File: src/rtl/kgp_pkg.sv
// kgp_pkg: shared definitions for the KGP-RISC issue path.
// Contents:
//   - default datapath/register-address widths
//   - opcode constants OP_RR / OP_RI
//   - instruction field bit positions
//   - issue FSM state encoding
//   - is_legal_op(): opcodes the ALU issue path accepts
package kgp_pkg;

    localparam int unsigned DATA_W_DEF  = 32;
    localparam int unsigned RADDR_W_DEF = 5;

    localparam logic [2:0] OP_RR = 3'd0;
    localparam logic [2:0] OP_RI = 3'd1;

    // Instruction field positions: [31:29] op, [28:25] fcode, [24:20] rd,
    // [19:15] rs, [14:10] rt, [14:0] imm15
    localparam int unsigned OPC_MSB = 31;
    localparam int unsigned OPC_LSB = 29;
    localparam int unsigned FC_MSB  = 28;
    localparam int unsigned FC_LSB  = 25;
    localparam int unsigned RD_MSB  = 24;
    localparam int unsigned RD_LSB  = 20;
    localparam int unsigned RS_MSB  = 19;
    localparam int unsigned RS_LSB  = 15;
    localparam int unsigned RT_MSB  = 14;
    localparam int unsigned RT_LSB  = 10;
    localparam int unsigned IMM_W   = 15;

    typedef enum logic [1:0] {
        StIdle,
        StRead,
        StExec,
        StWb
    } issue_state_e;

    function automatic logic is_legal_op(input logic [2:0] op);
        return (op == OP_RR) || (op == OP_RI);
    endfunction

endpackage

File: src/rtl/alu_issue_if.sv
// alu_issue_if: bundles every non-clock signal of alu_issue.
//   instruction handshake : instr_valid, instr_ready, instr
//   register-file read    : rf_raddr_a/b (to RF), rf_rdata_a/b (from RF, 1-cycle latency)
//   ALU drive             : alu_inp1/2, alu_opcode, alu_fcode
//   ALU results           : alu_out, alu_ext_out, alu_carry/zero/sign/ovf
//   writeback             : wb_valid, wb_ready, wb_addr, wb_data, wb_ext
//   status                : flags_q, err_illegal, busy
// Modports: master = the issue block, slave = its environment.
interface alu_issue_if
    import kgp_pkg::*;
#(
    parameter int unsigned DATA_W  = DATA_W_DEF,
    parameter int unsigned RADDR_W = RADDR_W_DEF
);
    logic               instr_valid;
    logic               instr_ready;
    logic [31:0]        instr;
    logic [RADDR_W-1:0] rf_raddr_a;
    logic [RADDR_W-1:0] rf_raddr_b;
    logic [DATA_W-1:0]  rf_rdata_a;
    logic [DATA_W-1:0]  rf_rdata_b;
    logic [DATA_W-1:0]  alu_inp1;
    logic [DATA_W-1:0]  alu_inp2;
    logic [2:0]         alu_opcode;
    logic [3:0]         alu_fcode;
    logic [DATA_W-1:0]  alu_out;
    logic [DATA_W-1:0]  alu_ext_out;
    logic               alu_carry;
    logic               alu_zero;
    logic               alu_sign;
    logic               alu_ovf;
    logic               wb_valid;
    logic               wb_ready;
    logic [RADDR_W-1:0] wb_addr;
    logic [DATA_W-1:0]  wb_data;
    logic [DATA_W-1:0]  wb_ext;
    logic [3:0]         flags_q;
    logic               err_illegal;
    logic               busy;

    modport master (
        input  instr_valid, instr, rf_rdata_a, rf_rdata_b,
        input  alu_out, alu_ext_out, alu_carry, alu_zero, alu_sign, alu_ovf, wb_ready,
        output instr_ready, rf_raddr_a, rf_raddr_b, alu_inp1, alu_inp2, alu_opcode,
        output alu_fcode, wb_valid, wb_addr, wb_data, wb_ext, flags_q, err_illegal, busy
    );

    modport slave (
        output instr_valid, instr, rf_rdata_a, rf_rdata_b,
        output alu_out, alu_ext_out, alu_carry, alu_zero, alu_sign, alu_ovf, wb_ready,
        input  instr_ready, rf_raddr_a, rf_raddr_b, alu_inp1, alu_inp2, alu_opcode,
        input  alu_fcode, wb_valid, wb_addr, wb_data, wb_ext, flags_q, err_illegal, busy
    );

endinterface

File: src/rtl/imm_sext.sv
// imm_sext: sign-extends an IN_W-bit immediate to OUT_W bits.
//   imm : immediate in
//   ext : sign-extended immediate out
module imm_sext #(
    parameter int unsigned IN_W  = 15,
    parameter int unsigned OUT_W = 32
) (
    input  logic [IN_W-1:0]  imm,
    output logic [OUT_W-1:0] ext
);

    assign ext = {{(OUT_W - IN_W){imm[IN_W-1]}}, imm};

endmodule

File: src/rtl/alu_issue.sv
// alu_issue: operand-issue and result-capture sequencer for the KGP-RISC ALU.
// Accepts one instruction at a time (IDLE), reads rs/rt from the register file
// (READ), drives the external combinational ALU and captures its results (EXEC),
// then offers a writeback beat under valid/ready (WB).
// Ports:
//   clk : rising-edge clock
//   rst : asynchronous active-high reset
//   bus : alu_issue_if.master, all handshake / RF / ALU / writeback signals
module alu_issue
    import kgp_pkg::*;
#(
    parameter int unsigned DATA_W  = DATA_W_DEF,
    parameter int unsigned RADDR_W = RADDR_W_DEF
) (
    input logic         clk,
    input logic         rst,
    alu_issue_if.master bus
);

    issue_state_e       state_q;
    logic [31:0]        ir_q;
    logic               instr_ready_q;
    logic               busy_q;
    logic               err_q;
    logic [RADDR_W-1:0] raddr_a_q;
    logic [RADDR_W-1:0] raddr_b_q;
    logic               wb_valid_q;
    logic [RADDR_W-1:0] wb_addr_q;
    logic [DATA_W-1:0]  wb_data_q;
    logic [DATA_W-1:0]  wb_ext_q;
    logic [3:0]         flags_q;
    logic [DATA_W-1:0]  imm_ext;

    // rs is consumed straight from the incoming word at accept time
    logic unused_ir_rs;
    assign unused_ir_rs = ^ir_q[RS_MSB:RS_LSB];

    imm_sext #(
        .IN_W  (IMM_W),
        .OUT_W (DATA_W)
    ) u_imm_sext (
        .imm (ir_q[IMM_W-1:0]),
        .ext (imm_ext)
    );

    always_ff @(posedge clk or posedge rst) begin
        if (rst) begin
            state_q       <= StIdle;
            ir_q          <= '0;
            instr_ready_q <= 1'b0;
            busy_q        <= 1'b0;
            err_q         <= 1'b0;
            raddr_a_q     <= '0;
            raddr_b_q     <= '0;
            wb_valid_q    <= 1'b0;
            wb_addr_q     <= '0;
            wb_data_q     <= '0;
            wb_ext_q      <= '0;
            flags_q       <= '0;
        end else begin
            err_q <= 1'b0;
            case (state_q)
                StIdle: begin
                    // Also raises instr_ready on the first edge after reset
                    instr_ready_q <= 1'b1;
                    if (bus.instr_valid && instr_ready_q) begin
                        ir_q <= bus.instr;
                        if (is_legal_op(bus.instr[OPC_MSB:OPC_LSB])) begin
                            raddr_a_q     <= bus.instr[RS_MSB:RS_LSB];
                            raddr_b_q     <= bus.instr[RT_MSB:RT_LSB];
                            instr_ready_q <= 1'b0;
                            busy_q        <= 1'b1;
                            state_q       <= StRead;
                        end else begin
                            err_q <= 1'b1;
                        end
                    end
                end
                StRead: begin
                    state_q <= StExec;
                end
                StExec: begin
                    flags_q <= {bus.alu_carry, bus.alu_zero, bus.alu_sign, bus.alu_ovf};
                    if (ir_q[RD_MSB:RD_LSB] != '0) begin
                        wb_addr_q  <= ir_q[RD_MSB:RD_LSB];
                        wb_data_q  <= bus.alu_out;
                        wb_ext_q   <= bus.alu_ext_out;
                        wb_valid_q <= 1'b1;
                        state_q    <= StWb;
                    end else begin
                        // r0 is hardwired: drop the result, keep the flags
                        instr_ready_q <= 1'b1;
                        busy_q        <= 1'b0;
                        state_q       <= StIdle;
                    end
                end
                StWb: begin
                    if (bus.wb_ready) begin
                        wb_valid_q    <= 1'b0;
                        instr_ready_q <= 1'b1;
                        busy_q        <= 1'b0;
                        state_q       <= StIdle;
                    end
                end
                default: begin
                    state_q <= StIdle;
                end
            endcase
        end
    end

    // ALU operands are only driven during EXEC so the ALU sees zeros otherwise
    always_comb begin
        bus.alu_inp1   = '0;
        bus.alu_inp2   = '0;
        bus.alu_opcode = '0;
        bus.alu_fcode  = '0;
        if (state_q == StExec) begin
            bus.alu_inp1   = bus.rf_rdata_a;
            bus.alu_inp2   = (ir_q[OPC_MSB:OPC_LSB] == OP_RI) ? imm_ext : bus.rf_rdata_b;
            bus.alu_opcode = ir_q[OPC_MSB:OPC_LSB];
            bus.alu_fcode  = ir_q[FC_MSB:FC_LSB];
        end
    end

    assign bus.instr_ready = instr_ready_q;
    assign bus.busy        = busy_q;
    assign bus.err_illegal = err_q;
    assign bus.rf_raddr_a  = raddr_a_q;
    assign bus.rf_raddr_b  = raddr_b_q;
    assign bus.wb_valid    = wb_valid_q;
    assign bus.wb_addr     = wb_addr_q;
    assign bus.wb_data     = wb_data_q;
    assign bus.wb_ext      = wb_ext_q;
    assign bus.flags_q     = flags_q;

endmodule

File: src/flat_wrapper.sv
// flat-port wrapper written by rule: the top's interface ports become plain ports
module alu_issue_flat import kgp_pkg::*;
#(
    parameter int unsigned DATA_W  = DATA_W_DEF,
    parameter int unsigned RADDR_W = RADDR_W_DEF
)
  (clk, rst, bus_instr_valid, bus_instr, bus_rf_rdata_a, bus_rf_rdata_b, bus_alu_out, bus_alu_ext_out, bus_alu_carry, bus_alu_zero, bus_alu_sign, bus_alu_ovf, bus_wb_ready, bus_instr_ready, bus_rf_raddr_a, bus_rf_raddr_b, bus_alu_inp1, bus_alu_inp2, bus_alu_opcode, bus_alu_fcode, bus_wb_valid, bus_wb_addr, bus_wb_data, bus_wb_ext, bus_flags_q, bus_err_illegal, bus_busy);
  alu_issue_if #(.DATA_W(DATA_W), .RADDR_W(RADDR_W)) bus_i ();
  input logic clk;
  input logic rst;
  input wire logic [$bits(bus_i.instr_valid)-1:0] bus_instr_valid;
  input wire logic [$bits(bus_i.instr)-1:0] bus_instr;
  input wire logic [$bits(bus_i.rf_rdata_a)-1:0] bus_rf_rdata_a;
  input wire logic [$bits(bus_i.rf_rdata_b)-1:0] bus_rf_rdata_b;
  input wire logic [$bits(bus_i.alu_out)-1:0] bus_alu_out;
  input wire logic [$bits(bus_i.alu_ext_out)-1:0] bus_alu_ext_out;
  input wire logic [$bits(bus_i.alu_carry)-1:0] bus_alu_carry;
  input wire logic [$bits(bus_i.alu_zero)-1:0] bus_alu_zero;
  input wire logic [$bits(bus_i.alu_sign)-1:0] bus_alu_sign;
  input wire logic [$bits(bus_i.alu_ovf)-1:0] bus_alu_ovf;
  input wire logic [$bits(bus_i.wb_ready)-1:0] bus_wb_ready;
  output wire logic [$bits(bus_i.instr_ready)-1:0] bus_instr_ready;
  output wire logic [$bits(bus_i.rf_raddr_a)-1:0] bus_rf_raddr_a;
  output wire logic [$bits(bus_i.rf_raddr_b)-1:0] bus_rf_raddr_b;
  output wire logic [$bits(bus_i.alu_inp1)-1:0] bus_alu_inp1;
  output wire logic [$bits(bus_i.alu_inp2)-1:0] bus_alu_inp2;
  output wire logic [$bits(bus_i.alu_opcode)-1:0] bus_alu_opcode;
  output wire logic [$bits(bus_i.alu_fcode)-1:0] bus_alu_fcode;
  output wire logic [$bits(bus_i.wb_valid)-1:0] bus_wb_valid;
  output wire logic [$bits(bus_i.wb_addr)-1:0] bus_wb_addr;
  output wire logic [$bits(bus_i.wb_data)-1:0] bus_wb_data;
  output wire logic [$bits(bus_i.wb_ext)-1:0] bus_wb_ext;
  output wire logic [$bits(bus_i.flags_q)-1:0] bus_flags_q;
  output wire logic [$bits(bus_i.err_illegal)-1:0] bus_err_illegal;
  output wire logic [$bits(bus_i.busy)-1:0] bus_busy;
  assign bus_i.instr_valid = bus_instr_valid;
  assign bus_i.instr = bus_instr;
  assign bus_i.rf_rdata_a = bus_rf_rdata_a;
  assign bus_i.rf_rdata_b = bus_rf_rdata_b;
  assign bus_i.alu_out = bus_alu_out;
  assign bus_i.alu_ext_out = bus_alu_ext_out;
  assign bus_i.alu_carry = bus_alu_carry;
  assign bus_i.alu_zero = bus_alu_zero;
  assign bus_i.alu_sign = bus_alu_sign;
  assign bus_i.alu_ovf = bus_alu_ovf;
  assign bus_i.wb_ready = bus_wb_ready;
  assign bus_instr_ready = bus_i.instr_ready;
  assign bus_rf_raddr_a = bus_i.rf_raddr_a;
  assign bus_rf_raddr_b = bus_i.rf_raddr_b;
  assign bus_alu_inp1 = bus_i.alu_inp1;
  assign bus_alu_inp2 = bus_i.alu_inp2;
  assign bus_alu_opcode = bus_i.alu_opcode;
  assign bus_alu_fcode = bus_i.alu_fcode;
  assign bus_wb_valid = bus_i.wb_valid;
  assign bus_wb_addr = bus_i.wb_addr;
  assign bus_wb_data = bus_i.wb_data;
  assign bus_wb_ext = bus_i.wb_ext;
  assign bus_flags_q = bus_i.flags_q;
  assign bus_err_illegal = bus_i.err_illegal;
  assign bus_busy = bus_i.busy;
  alu_issue #(.DATA_W(DATA_W), .RADDR_W(RADDR_W)) u_core (.clk(clk), .rst(rst), .bus(bus_i));
endmodule
File: config.mk
export PLATFORM = sky130hd
export DESIGN_NAME = alu_issue_flat
export DESIGN_NICKNAME = d
export VERILOG_FILES = /design/src/rtl/kgp_pkg.sv /design/src/rtl/alu_issue_if.sv /design/src/rtl/imm_sext.sv /design/src/rtl/alu_issue.sv /design/src/flat_wrapper.sv
export SDC_FILE = /design/constraint.sdc
export NUM_CORES = 1
export LEC_CHECK = 0
export CAP_MARGIN = 20
export CELL_PAD_IN_SITES_DETAIL_PLACEMENT = 0
export CELL_PAD_IN_SITES_GLOBAL_PLACEMENT = 1
export CORE_UTILIZATION = 28
export DETAILED_ROUTE_END_ITERATION = 16
export GPL_ROUTABILITY_DRIVEN = 0
export PLACE_DENSITY = 0.8
export SYNTH_ARGS = -nofsm -noshare
export SYNTH_HDL_FRONTEND = slang
export SYNTH_SLANG_ARGS = --single-unit
File: constraint.sdc
create_clock -name clk -period 5.6 [get_ports clk]
set_input_delay 1.68 -clock clk [delete_from_list [all_inputs] [get_ports clk]]
set_output_delay 1.68 -clock clk [all_outputs]
set_load 0.01 [all_outputs]
==> impl_metrics.json, run 1 <==
{
  "ir_worst_vdd_mv": 0.318,
  "worst-r2r-setup-slack_ps": 2950,
  "ys_top_cells_by_area": "dfrtp_1 (55%), mux2_4 (17%), mux2_2 (8.7%)",
  "final_common_cell": "clkdlybuf4s50_1",
  "synthCells": 407,
  "finalMaxSlewViolations": 0,
  "grt_max_degree": 82,
  "skew_ps": 5.50,
  "cp_max_fo": 1,
  "layout.nets": 902,
  "crit_required_ps": 3920,
  "ys_ff_latch": 116,
  "clock_path_buffers": 2,
  "crit_path_start_kind": "primary input",
  "worstHoldStart": "u_core.bus.flags_q[1]",
  "hold_viol": 0,
  "cp_common_cell": "clkdlybuf4s50_1",
  "grt_usage": 0.162,
  "cts-root-buf": "clkbuf_16",
  "grt_pass1_vias": 4408,
  "viasPerCell": 4.38,
  "cts_setup_buffers": 0,
  "antenna_found_initial": 0,
  "diodes": 0,
  "design.core.area_um2": 18600,
  "hold_end": "u_core.bus.flags_q[1]",
  "final_cell_mix": "clkdlybuf4s50_1 (325), dfrtp_1 (116), nand2_1 (67)",
  "min_delay_path_depth": 2,
  "path_cells": "clkdlybuf4s50_1 -> nand2_1 -> a21oi_1 -> clkdlybuf4s50_1",
  "seq_area_frac_synth": 0.545,
  "max_stage_delay_ps": 580,
  "synth_largest_area_cell": "dfrtp_1",
  "hold_buffers": 0,
  "synth_top_cell_area_share": 0.545,
  "synth_edf_count": 0,
  "async_reset_ff_frac": 1.00,
  "drc": 0,
  "rsz0062_at_grt": "no",
  "postRouteWirelength_um": 15600,
  "fin_ws_ps": 947,
  "slowest_stage": "clkdlybuf4s50_1",
  "dpl.hpwl_um": 11900,
  "overflow": 0,
  "powerDensity_nw_per_um2": 576,
  "p_leak_nw": 4.00,
  "cts_tree": "built",
  "max_clock_freq_mhz": 215,
  "dieArea_um2": 19600,
  "grt_pass1_wl_um": 24200,
  "timing.final.crit_period_ps": 4650,
  "fin_crit_sh": 0.831,
  "insertion_delay_ps": 410,
  "timing.rr.start": "u_core.state_q[0]",
  "ios": 326,
  "wl_per_cell_um": 15.9,
  "ys.flop_type": "dfrtp_1",
  "fp.dieH_um": 140,
  "firstDrtPassIters": 4,
  "crit_path_end_kind": "output pin",
  "cts-resized-gates": 0,
  "relSlewSlack": 0.562,
  "finalInstanceArea_um2": 9400,
  "fillers": 1656,
  "syn-num-nets": 575,
  "synth.distinct_cells": 28,
  "drive_above_1_share": 0.203,
  "synth_warnings": 0,
  "final_antenna_net_count": 0,
  "vias": 4293,
  "holdWs_ps": 473,
  "placementRows": 50,
  "dieWidth_um": 140,
  "finalPower_mw": 5.42,
  "syn2layout_area_growth_pct": 76.6,
  "hold_path.class": "reg2reg",
  "critPathKind": "in2out",
  "finalSetupViolCount": 0,
  "rr_endpoint": "u_core.bus.wb_data[16]",
  "clkTransAtPathRegs_ps": 50,
  "numClockSinks": 116,
  "dpl_cell_area_um2": 8720,
  "drtIter0Drc": 102,
  "tns_ps": 0,
  "tightest_slew_ps": 657,
  "status": "complete, no violations",
  "reg2reg_depth": 4,
  "synthesis.area_um2": 5320,
  "port_buffers": 325,
  "cts_max_level": 4,
  "place_ws_ps": 952,
  "postSynthAreaPerCell_um2": 13.1,
  "maxCapViolCount": 0,
  "initial_utilization": 0.285,
  "cp.arrival_ps": 2970,
  "numCtsBuffers": 17
}
-- metal layers --
metal  routed length (um)  GRT usage
met5                    0          0
met3                 1190     0.0571
met2                 8260      0.291
met4                  216     0.0573
met1                 5970      0.175
-- power by group --
part	switching, mW	total (mW)	internal, mW
registers	0.261	1.53	1.27
logic	1.04	2.75	1.70
clock network	0.386	1.13	0.748
total	1.69	5.42	3.72
-- registers in the layout (all words and copies together) (netlist names) --
register,count
u_core.bus.wb_data,32
u_core.bus.wb_ext,32
u_core.ir_q,27
u_core.bus.rf_raddr_a,5
u_core.bus.rf_raddr_b,5
u_core.bus.wb_addr,5
u_core.bus.flags_q,4
u_core.state_q,2
u_core.bus.busy,1
u_core.bus.err_illegal,1
u_core.bus.instr_ready,1
u_core.bus.wb_valid,1
-- worst max-delay path by stage --
stage	slack, ps	start	to
4_1_cts	950	bus_rf_rdata_b[25]	bus_alu_inp2[25]
3_3_place_gp	970	bus_rf_rdata_b[10]	bus_alu_inp2[10]
6_report	950	bus_rf_rdata_b[25]	bus_alu_inp2[25]
2_1_floorplan	850	rst	u_core.bus.busy
5_1_grt	920	bus_rf_rdata_b[23]	bus_alu_inp2[23]
3_5_place_dp	950	bus_rf_rdata_b[25]	bus_alu_inp2[25]
-- layout make-up --
class                      instances  area (um^2)  area share
tap                              234          293      0.0312
inverter                           2         10.0     0.00106
timing repair buffer             335         3360       0.357
clock buffer                      21          480      0.0511
multi-input combinational        262         2210       0.235
clock inverter                    11          149      0.0158
sequential                       116         2900       0.309
-- per-stage QoR --
stage | cells | util
5_1_grt | 981 | 0.504
3_5_place_dp | 946 | 0.468
4_1_cts | 978 | 0.501
2_1_floorplan | 407 | -
3_3_place_gp | 946 | 0.468
6_report | 981 | 0.504
-- synth_stat cells (4+ instances only) --
cell type,number
buf_2,5
clkbuf_1,15
buf_12,6
nand2_1,67
a22o_1,4
and2_1,39
a21oi_1,32
mux2_2,41
mux2_4,60
dfrtp_1,116
-- kinds of logic (layout without fill, tap and decap cells) --
| kind of cell | after synthesis | count (layout) | share of synthesized area |
|---|---|---|---|
| buffers and inverters | 29 | 369 | 0.0414 |
| flip-flops | 116 | 116 | 0.545 |
| AO/OA/AOI/OAI | 43 | 43 | 0.0470 |
| AND/OR/NAND/NOR | 118 | 118 | 0.110 |
| multiplexers | 101 | 101 | 0.256 |
-- critical path: cells and delay by family --
kind                   cells  cell delay (ps)
and+or+nand+nor            1               50
AOI/OAI and AO/OA          1              200
buffers and inverters      2             1040
No activity file was read; power rests on OpenSTA's default activity.
==> run 2: changes to the inputs <==
Settings changed: CORE_UTILIZATION 28 to 25, PLACE_DENSITY 0.8 to 0.76.
Clock period 5.6 ns to 4.2 ns, I/O delays scaled along.
==> run 2 against run 1 <==
Wire length rose by 1.0%. Via count fell by 0.58%. Global-route usage fell by 1.7 points. Clock-buffer cell count fell by 1. Register-to-register slack got worse by 1200 ps.
==> impl_metrics.json, run 2 (synthesis gave the netlist of run 1 again) <==
{
  "clkTransAtPathRegs_ps": 50,
  "maxCapViolCount": 0,
  "drive_above_1_share": 0.199,
  "skew_ps": 10.2,
  "timing.rr.start": "u_core.state_q[0]",
  "insertion_delay_ps": 410,
  "cts_setup_buffers": 0,
  "critPathKind": "in2out",
  "final_common_cell": "clkdlybuf4s50_1",
  "drtIter0Drc": 108,
  "dieWidth_um": 148,
  "worstHoldStart": "u_core.bus.flags_q[1]",
  "cp.arrival_ps": 2510,
  "cp_common_cell": "clkdlybuf4s50_1",
  "timing.final.crit_period_ps": 3770,
  "cts-resized-gates": 0,
  "ir_worst_vdd_mv": 0.375,
  "fin_crit_sh": 0.898,
  "grt_usage": 0.145,
  "grt_pass1_vias": 4443,
  "wl_per_cell_um": 15.5,
  "initial_utilization": 0.254,
  "drc": 0,
  "status": "complete, no violations",
  "cts_max_level": 4,
  "max_clock_freq_mhz": 265,
  "finalInstanceArea_um2": 9380,
  "critPathLaunch": "bus_rf_rdata_b[0]",
  "placementRows": 53,
  "hold_end": "u_core.bus.flags_q[1]",
  "crit_path_start_kind": "primary input",
  "tns_ps": 0,
  "hold_viol": 0,
  "overflow": 0,
  "powerDensity_nw_per_um2": 758,
  "grt_max_degree": 117,
  "finalMaxSlewViolations": 0,
  "instances_no_fill": 1020,
  "crit_required_ps": 2940,
  "dpl.hpwl_um": 11600,
  "finalSetupViolCount": 0,
  "postRouteWirelength_um": 15800,
  "hold_buffers": 0,
  "numCtsBuffers": 17,
  "antenna_found_initial": 0,
  "layout.nets": 900,
  "design.core.area_um2": 21000,
  "tightest_slew_ps": 759,
  "path_cells": "clkdlybuf4s50_1 -> nand2_1 -> a21oi_1 -> clkdlybuf4s50_1",
  "dp_cells": 988,
  "reg2reg_depth": 4,
  "p_leak_nw": 3.96,
  "finish.utilization": 0.448,
  "numClockSinks": 116,
  "max_stage_delay_ps": 560,
  "dieArea_um2": 21900,
  "rsz0062_at_grt": "no",
  "syn2layout_area_growth_pct": 76.3,
  "hold_path.class": "reg2reg",
  "slowest_stage": "clkdlybuf4s50_1",
  "crit_path_end_kind": "output pin",
  "rr_endpoint": "u_core.bus.wb_data[27]",
  "holdWs_ps": 479,
  "dpl_cell_area_um2": 8800,
  "ios": 326,
  "min_delay_path_depth": 2,
  "cp_max_fo": 1,
  "vias": 4268,
  "clock_path_buffers": 2,
  "fp.dieH_um": 148,
  "final_cell_mix": "clkdlybuf4s50_1 (325), dfrtp_1 (116), nand2_1 (67)",
  "relSlewSlack": 0.494,
  "firstDrtPassIters": 4,
  "final_antenna_net_count": 0,
  "viasPerCell": 4.18,
  "diodes": 0,
  "cts_tree": "built",
  "worst-r2r-setup-slack_ps": 1800,
  "grt_pass1_wl_um": 24400,
  "cts-root-buf": "clkbuf_16",
  "port_buffers": 325
}
-- run 2: how the worst max path moves through the flow --
stage	end	slack (ps)	cells past startpoint
4_1_cts	bus_alu_inp2[0]	420	4
6_report	bus_alu_inp2[0]	430	4
5_1_grt	bus_alu_inp2[25]	260	5
3_3_place_gp	bus_alu_inp2[27]	410	4
3_5_place_dp	bus_alu_inp2[0]	430	4
2_1_floorplan	bus_alu_inp2[10]	1410	2
-- run 2: cell type report --
type,count,area [um^2]
clock inverters,12,131
multi-input cells,262,2210
fillers,1974,11600
clock buffers,20,447
well taps,275,344
repair buffers,333,3340
inverters,2,11.3
flip-flops and latches,116,2900
-- run 2: routing by layer --
| layer | share of wire | track usage |
|---|---|---|
| met1 | 0.40 | 0.164 |
| met5 | 0 | 0 |
| met4 | 0.014 | 0.0500 |
| met3 | 0.079 | 0.0469 |
| met2 | 0.51 | 0.255 |
-- run 2: stage by stage --
step | power (mW) | setup WS, ps
floorplan | 4.05 | 1410
global route | 7.55 | 265
finish | 7.12 | 427
CTS | 7.23 | 421
detailed placement | 5.75 | 428
global placement | 5.71 | 414
-- run 2: power by group --
part	switching [mW]	total, mW	internal, mW
clock network	0.536	1.43	0.889
registers	0.327	2.02	1.70
logic	1.40	3.67	2.27
total	2.26	7.12	4.85
-- run 2: critical path: cells and delay by family --
| family | cells | cell delay [ps] |
|---|---|---|
| AOI/OAI and AO/OA | 1 | 200 |
| and+or+nand+nor | 1 | 40 |
| buffers and inverters | 2 | 1010 |
==> run 3: changes to the inputs <==
Settings changed: CAP_MARGIN 20 to 40.
==> results of run 3 <==
The final DEF is identical to that of run 2; final timing and power are the same.
==> RTL edit, RTL diff (flow settings as in run 3) <==
Encoding of `issue_state_e`: now Gray code (2 bits for 4 states).
--- a/src/rtl/kgp_pkg.sv
+++ b/src/rtl/kgp_pkg.sv
@@ -28,10 +28,10 @@
     localparam int unsigned IMM_W   = 15;
 
     typedef enum logic [1:0] {
-        StIdle,
-        StRead,
-        StExec,
-        StWb
+        StIdle = 2'b00,
+        StRead = 2'b01,
+        StExec = 2'b11,
+        StWb   = 2'b10
     } issue_state_e;
 
     function automatic logic is_legal_op(input logic [2:0] op);
Formal check against the unedited RTL: same outputs for any inputs over 10 cycles, from zero or initial values and one cycle with rst high; not proved beyond that.
==> RTL edit against run 3 <==
  * First-iteration DRC count rose by 1.9%
  * Sequential cell count unchanged
  * Power down 13%
  * Design area fell by 0.31%
  * Area after synthesis rose by 0.31%
  * Routed wire length grew 3.3%
  * Setup slack lost 54 ps
  * Via count increased by 2.2%
  * Critical endpoint is now bus_alu_inp2[26]
  * Largest power group unchanged
==> RTL edit: results (changes against run 3) <==
status complete, no violations; GRT met2 Usage 25.07% (-0.40 points); critical path arrival 2570 ps (+60 ps); vias in the first global route 4472 (+0.65%); Pwr Density 663.7 mW/mm^2 (-12%); Synth cell types 29 (+3.6%); hpwl dp 11540 um (-0.87%); Net Count, Synth 577 (+0.35%); buffering overhead 35.71% (+0.14 points); VDD IR max 0.2869 mV (-23%); Worst-Margin Slew 769.1 ps (+10.46 ps); post-synthesis sequential area ratio 54.38% (-0.17 points); Synth top cells by count 116 x dfrtp_1, 64 x nand2_1, 60 x mux2_4; placed inst area 0.008795 mm^2 (-0.11%); largest cells by area after synthesis dfrtp_1 54%, mux2_4 17%, mux2_2 8.6%; met2 wire len 8142 um (+0.98%); routed vias 4362 (+2.2%); Final nets 899 (-0.11%); critical path's top delay family buffers and inverters; pre-CTS WS 421.8 ps (-5.781 ps); P_sw 0.001942 W (-14%); leak pwr 4.043 nW (+2.2%); wl on met1 6352 um (+1.5%); multi-input gate share of total cell area 23.48% (-0.061 points); Vias/cell 4.281 (+2.3%); seq_cells 116 (unchanged); sw frac 31.29% (-0.51 points); Comb. pwr 0.00285 W (-22%); layout cells sized above 1 20.43% (+0.56 points); r2r startpoint u_core.state_q[1]; routed wl met3 1576 um (+27%); fill count 1972 (-0.10%); Multi-In Gates 259 (-1.1%); Detailed Route WL 16310 um (+3.3%); clock skew 15.42 ps (+5.261 ps); 1st-iter DRT viols 110 (+1.9%); first-pass GRT wire length 24690 um (+1.0%); placed insts 987 (-0.10%); GRT Resource Usage Total 14.73% (+0.26 points); worst hold margin 471.4 ps (-7.339 ps); Avg Cell Area, Syn 13.05 um^2 (-0.18%); worst reg2reg path depth 5 (+1); Crit Path Max Fanout 18 (+17); Critical-path top delay cell clkdlybuf4s50_1; area share of the largest cell type after synthesis 54.38% (-0.17 points); grt met1 use 16.44% (+0.056 points); crit path time final 3827 ps (+53.54 ps); slack of the worst reg-to-reg path 1510 ps (-290 ps); GR Util met3 5.429% (+0.74 points); drt pass-1 iters 4 (unchanged); initial antenna violation count 0 (unchanged); max incr delay on CP 560 ps (about the same); hold_sp u_core.bus.flags_q[0]
[RTL edit: changes by cell type in the layout (fill, tap and decap cells not counted), sizes merged, moves of 2 or more]
cell    delta
clkinv     +4
and2      -38
nand2      -3
and3      +39
buf        +2
clkbuf     -3
[RTL edit: kinds of logic (layout without fill, tap and decap cells)]
| logic type | Yosys count | after routing | synth area share (%) |
|---|---|---|---|
| DFF | 116 | 116 | 54.38 |
| muxes | 101 | 101 | 25.53 |
| AOI/OAI and AO/OA | 44 | 44 | 4.806 |
| buffers and inverters | 34 | 369 | 4.618 |
| and+or+nand+nor | 114 | 114 | 10.67 |
[RTL edit: final timing paths]
kind,end
min,u_core.bus.flags_q[0]
max,bus_alu_inp2[26]
min reg2reg,u_core.bus.flags_q[0]
max reg2reg,u_core.bus.wb_data[9]
max in group asynchronous,u_core.ir_q[21]
min in group asynchronous,u_core.bus.flags_q[1]
